===== config.mk =====
export PLATFORM = sky130hd
export DESIGN_NAME = eei_unit_sched
export DESIGN_NICKNAME = d
export VERILOG_FILES = /design/src/rtl/eei_unit_sched.sv
export SDC_FILE = /design/constraint.sdc
export NUM_CORES = 1
export LEC_CHECK = 0
export BUFFER_PORTS_ARGS = -buffer_cell sky130_fd_sc_hd__clkbuf_2
export CELL_PAD_IN_SITES_DETAIL_PLACEMENT = 0
export CELL_PAD_IN_SITES_GLOBAL_PLACEMENT = 1
export CORE_MARGIN = 2
export CORE_UTILIZATION = 41
export DETAILED_ROUTE_END_ITERATION = 10
export PLACE_DENSITY = 0.86
export RECOVER_POWER = 100
export SYNTH_ARGS = -nofsm -noshare
export SYNTH_HDL_FRONTEND = slang
export SYNTH_SLANG_ARGS = --single-unit

===== constraint.sdc =====
create_clock -name clk_i -period 2.35 [get_ports clk_i]
set_input_delay 0.1175 -clock clk_i [delete_from_list [all_inputs] [get_ports clk_i]]
set_output_delay 0.1175 -clock clk_i [all_outputs]
set_load 0.005 [all_outputs]

===== src/rtl/eei_unit_sched.sv =====
// EEI request scheduler: steers one core custom-instruction request onto one
// of N_UNIT execution units, waits for that unit's ack under a watchdog, and
// returns a single registered ack/error/rd_op pulse to the core.
//
// state | meaning
// IDLE  | waiting for eei_req; decodes funct3 against N_UNIT and unit_en
// WAIT  | unit_req[sel] held high; counting toward the timeout
// RESP  | eei_ack pulse cycle; returns to IDLE unconditionally
module eei_unit_sched #(
  parameter int N_UNIT  = 4,
  parameter int TIMEOUT = 64,
  parameter int CW      = 16
) (
  input  logic                  clk_i,
  input  logic                  rst_ni,
  input  logic                  eei_req,
  input  logic [2:0]            eei_funct3,
  output logic                  eei_ack,
  output logic                  eei_error,
  output logic [1:0]            eei_rd_op,
  input  logic [N_UNIT-1:0]     unit_en,
  output logic [N_UNIT-1:0]     unit_req,
  input  logic [N_UNIT-1:0]     unit_ack,
  input  logic [N_UNIT-1:0]     unit_error,
  input  logic [2*N_UNIT-1:0]   unit_rd_op,
  output logic                  busy,
  output logic [7:0]            timeout_cnt,
  output logic [2:0]            last_to_unit
);

  typedef enum logic [1:0] {
    S_IDLE = 2'd0,
    S_WAIT = 2'd1,
    S_RESP = 2'd2
  } state_t;

  state_t              state_q, state_d;
  logic [2:0]          sel_q, sel_d;
  logic [CW-1:0]       cnt_q, cnt_d;
  logic [N_UNIT-1:0]   unit_req_d;
  logic                ack_d, err_d, busy_d;
  logic [1:0]          rd_op_d;
  logic [7:0]          to_cnt_d;
  logic [2:0]          last_to_d;

  logic                req_mapped;
  logic                sel_ack, sel_err;
  logic [1:0]          sel_rd_op;

  // Decode the incoming funct3 and mux the selected unit's response lines.
  // Loops compare against each index so funct3 values >= N_UNIT never index
  // past the end of the unit vectors.
  always_comb begin
    req_mapped = 1'b0;
    sel_ack    = 1'b0;
    sel_err    = 1'b0;
    sel_rd_op  = 2'b00;
    for (int i = 0; i < N_UNIT; i++) begin
      if (eei_funct3 == 3'(i)) req_mapped = unit_en[i];
      if (sel_q == 3'(i)) begin
        sel_ack   = unit_ack[i];
        sel_err   = unit_error[i];
        sel_rd_op = unit_rd_op[2*i +: 2];
      end
    end
  end

  // Next-state and next-output logic; every output is computed here and
  // registered below, so unit_* never reaches eei_* combinationally.
  always_comb begin
    state_d    = state_q;
    sel_d      = sel_q;
    cnt_d      = cnt_q;
    unit_req_d = '0;
    ack_d      = 1'b0;
    err_d      = 1'b0;
    rd_op_d    = 2'b00;
    to_cnt_d   = timeout_cnt;
    last_to_d  = last_to_unit;
    case (state_q)
      S_IDLE: begin
        if (eei_req) begin
          if (req_mapped) begin
            sel_d   = eei_funct3;
            cnt_d   = '0;
            state_d = S_WAIT;
            for (int i = 0; i < N_UNIT; i++) begin
              unit_req_d[i] = (eei_funct3 == 3'(i));
            end
          end else begin
            state_d = S_RESP;
            ack_d   = 1'b1;
            err_d   = 1'b1;
          end
        end
      end
      S_WAIT: begin
        cnt_d = cnt_q + 1'b1;
        // Ack takes priority over a watchdog expiring in the same cycle.
        if (sel_ack) begin
          state_d = S_RESP;
          ack_d   = 1'b1;
          err_d   = sel_err;
          rd_op_d = sel_err ? 2'b00 : sel_rd_op;
        end else if (cnt_q == CW'(TIMEOUT - 1)) begin
          state_d   = S_RESP;
          ack_d     = 1'b1;
          err_d     = 1'b1;
          last_to_d = sel_q;
          if (timeout_cnt != 8'hFF) to_cnt_d = timeout_cnt + 8'd1;
        end else begin
          unit_req_d = unit_req;
        end
      end
      S_RESP: begin
        state_d = S_IDLE;
      end
      default: begin
        state_d = S_IDLE;
      end
    endcase
    busy_d = (state_d != S_IDLE);
  end

  // State and output registers; reset clears unit_req immediately so an
  // in-flight unit request is withdrawn as soon as reset asserts.
  always_ff @(posedge clk_i or negedge rst_ni) begin
    if (!rst_ni) begin
      state_q      <= S_IDLE;
      sel_q        <= 3'd0;
      cnt_q        <= '0;
      unit_req     <= '0;
      eei_ack      <= 1'b0;
      eei_error    <= 1'b0;
      eei_rd_op    <= 2'b00;
      busy         <= 1'b0;
      timeout_cnt  <= 8'd0;
      last_to_unit <= 3'd0;
    end else begin
      state_q      <= state_d;
      sel_q        <= sel_d;
      cnt_q        <= cnt_d;
      unit_req     <= unit_req_d;
      eei_ack      <= ack_d;
      eei_error    <= err_d;
      eei_rd_op    <= rd_op_d;
      busy         <= busy_d;
      timeout_cnt  <= to_cnt_d;
      last_to_unit <= last_to_d;
    end
  end

endmodule


==> metrics.cfg <==
[final_layout]
area_delta_synth_final_pct = 16.46
post-route-util_pct = 50.36
nets = 287
drive_gt1_share_pct = 18.46
finalNonFillerCells = 327
antenna_cells = 0
final_area_mm2 = 0.002426

[worst_setup_path]
r2r_setup_slack_ns = 0.31
end_kind = register
worstSetupStartpointType = register
cp.arrival_ns = 2.23
startpoint = cnt_q[8]$_DFFE_PN0P_
crit_path_max_fanout = 6
r2r_start = cnt_q[8]$_DFFE_PN0P_
r2r-end = timeout_cnt[1]$_DFFE_PN0P_
critPathKind = reg2reg
critPathRequiredTime_ns = 2.53
rr_worst_depth = 4
cp-endpoint = timeout_cnt[1]$_DFFE_PN0P_

[cts]
htree_levels = 2
postCtsResizedCells = 0
clk_latency_ns = 0.29
cts-root-buf = clkbuf_8
numCtsBuffers = 5
cts_setup_buffers = 0
clock_path_buffers = 2
postCtsHoldBufs = 0
clk_transition_reported_paths_ns = 0.08
cts_num_sinks = 41
cts_tree = built

[detailed_routing]
antenna_left = 0
wl_per_cell_um = 13.28
drc = 0
via_per_inst = 5.272
totalWireLength_um = 4343
num_vias = 1724
dr.first_iter.drc_count = 80
dr.pass1.iters = 4
dr_wl_met2_um = 1992
met3WireLength_um = 166
top_layer = met4
wl_met1_um = 2128

[die]
die_w_um = 75.28
dieHeight_um = 75.28
io_pins = 46
dieArea_mm2 = 0.005667
core_mm2 = 0.004817
start_util_pct = 43.25
row_count = 25

[power]
p_leak_nw = 1.128
p_per_area_mw_per_mm2 = 765.3
internal_power_mw = 1.203
sw_frac_of_total_pct = 35.19
power_frac_seq_pct = 48.5
power_frac_comb_pct = 27.6
power.switching_mw = 0.6534
fin_total_pwr_mw = 1.857
clkPwrFrac_pct = 23.9
vdd_drop_max_v = 0.0002307

[synth]
async_flop_share_pct = 100.0
synth_cells = 211
synth.most_common_cell = dfrtp_1
yosysTopAreaCell = dfrtp_1
synth_top_area_share_pct = 49.25
synth.top_cells.by_count = 41 x dfrtp_1, 22 x nand2_1, 18 x o21ai_0, 14 x nor2_1, 12 x nand3_1
synth_enable_flop_cells = 0
syn_avg_cell_area_um2 = 9.873
seq_area_frac_synth_pct = 49.25
yosys-top-cells-area = dfrtp_1 49%, o21ai_0 4.3%, nand2_1 4.0%
syn-cell-area_mm2 = 0.002083
ys_ff_latch = 41
yosysWarnings = 0
synthFlopType = dfrtp_1
synth_cell_types = 39
synth_nets = 239

[timing]
slew_headroom_pct = -41.61
finalCritPeriodShare_pct = 87.02
tightest_slew_ns = 2.124
grt_setup_unrepaired = false
fin_crit_ns = 2.045
fmax_mhz = 489.0
fin_skew_ns = 0.004268
hold_viol_final = 0
maxSlewViolCount = 42
finalSetupViolations = 0
finalSetupTns_ns = 0

[place]
port_buffers = 45
placed_area_mm2 = 0.002390
dp_hpwl_um = 3163
gp_congestion = 0.7428
dpl.cell_count = 319

[global_route]
grt_overflow_total = 0
grt_pass1_wl_um = 7127
first_global_vias = 1566
antenna_found_initial = 0
grt.total_usage_pct = 16.69
grt_start_max_net_pins = 42

[run]
maxCapViolCount = 1

[hold_path]
hold_path_depth = 3
min_path_type = in2reg

[run_status]
violations = max-capacitance violations, max-slew violations
status = finished, violations left

-- layer usage --
metal,track usage (%),vias up
met4,5.263,0
met1,21.97,824
met3,4.819,5
met2,26.67,37
met5,0,-
li1,-,858
-- logic make-up (layout without fill, tap and decap cells) --
logic type	count (synthesis)	after routing	share of synthesized area, %
AND/OR/NAND/NOR	89	89	22.82
buffers and inverters	15	64	2.823
multiplexers	13	13	6.667
flip-flops	41	41	49.25
XOR/XNOR	5	5	2.102
AO/OA/AOI/OAI	46	46	15.14
adder cells (fa/ha/maj)	2	2	1.201
-- worst max-delay path, cell delays in order (launching register included) --
cell,delay [ns]
dfrtp_1,0.43
nor4_1,0.44
nand3_2,0.21
a2111oi_4,0.47
mux2_2,0.38
-- worst min path at each step --
stage	endpoint	start	slack, ns
final	unit_req[3]$_DFFE_PN0P_	unit_en[3]	0.07
after global routing	sel_q[0]$_DFFE_PN0P_	eei_funct3[0]	0.07
after CTS	sel_q[2]$_DFFE_PN0P_	rst_ni	0.02
after detailed placement	timeout_cnt[2]$_DFFE_PN0P_	rst_ni	0.34
after global placement	timeout_cnt[3]$_DFFE_PN0P_	rst_ni	0.34
after floorplan	busy$_DFF_PN0_	rst_ni	-0.18
-- per-stage QoR --
step / hold slack (ns) / setup slack [ns]
after floorplan: -0.1781 / 0.5031
final: 0.06844 / 0.3051
after global placement: 0.3403 / 0.4491
after detailed placement: 0.3384 / 0.4048
after global routing: 0.07157 / 0.1976
after CTS: 0.01844 / 0.3929
-- power by group through the flow --
| stage | Combinational, mW | Sequential, mW | Clock (mW) |
|---|---|---|---|
| after detailed placement | 0.546 | 0.916 | 0 |
| after CTS | 0.549 | 0.903 | 0.458 |
| after floorplan | 0.429 | 0.870 | 0 |
| after global routing | 0.575 | 0.922 | 0.496 |
| final | 0.512 | 0.901 | 0.444 |
| after global placement | 0.545 | 0.910 | 0 |
-- cell usage in the layout (no fill, tap or decap), drive strengths merged --
master   count
and2         2
clkbuf      54
and4         2
nand3b       1
nor4         2
a2bb2oi      1
a311oi       1
a2111oi      1
a41oi        1
o32a         1
o31ai        6
xnor2        4
a21oi        4
xor2         1
nor2        14
clkinv       2
nand2b       6
nand3       13
ha           2
buf          1
mux2i        6
a31oi        3
mux2         7
inv          7
nand2       22
o22ai        4
a22o         1
dfrtp       41
nor3         4
or2          4
nor3b        1
a211oi       5
and3         7
nor2b        4
nand4        7
o21ai       18
-- registers in the layout, indices dropped and copies added, names as in the netlist --
signal and cells:
cnt_q 16, timeout_cnt 8, unit_req 4, last_to_unit 3
sel_q 3, eei_rd_op 2, state_q 2, busy 1
eei_ack 1, eei_error 1
-- area by class of cell --
class                      instances  area [um2]
multi-input combinational        155       985.9
timing repair buffer              49       221.5
clock buffer                       6       72.57
clock inverter                     2       10.01
sequential                        41        1026
fill                             487        2391
tap                               67       83.83
inverter                           7       26.28
Note: power is estimated with default switching activity, not from simulation.
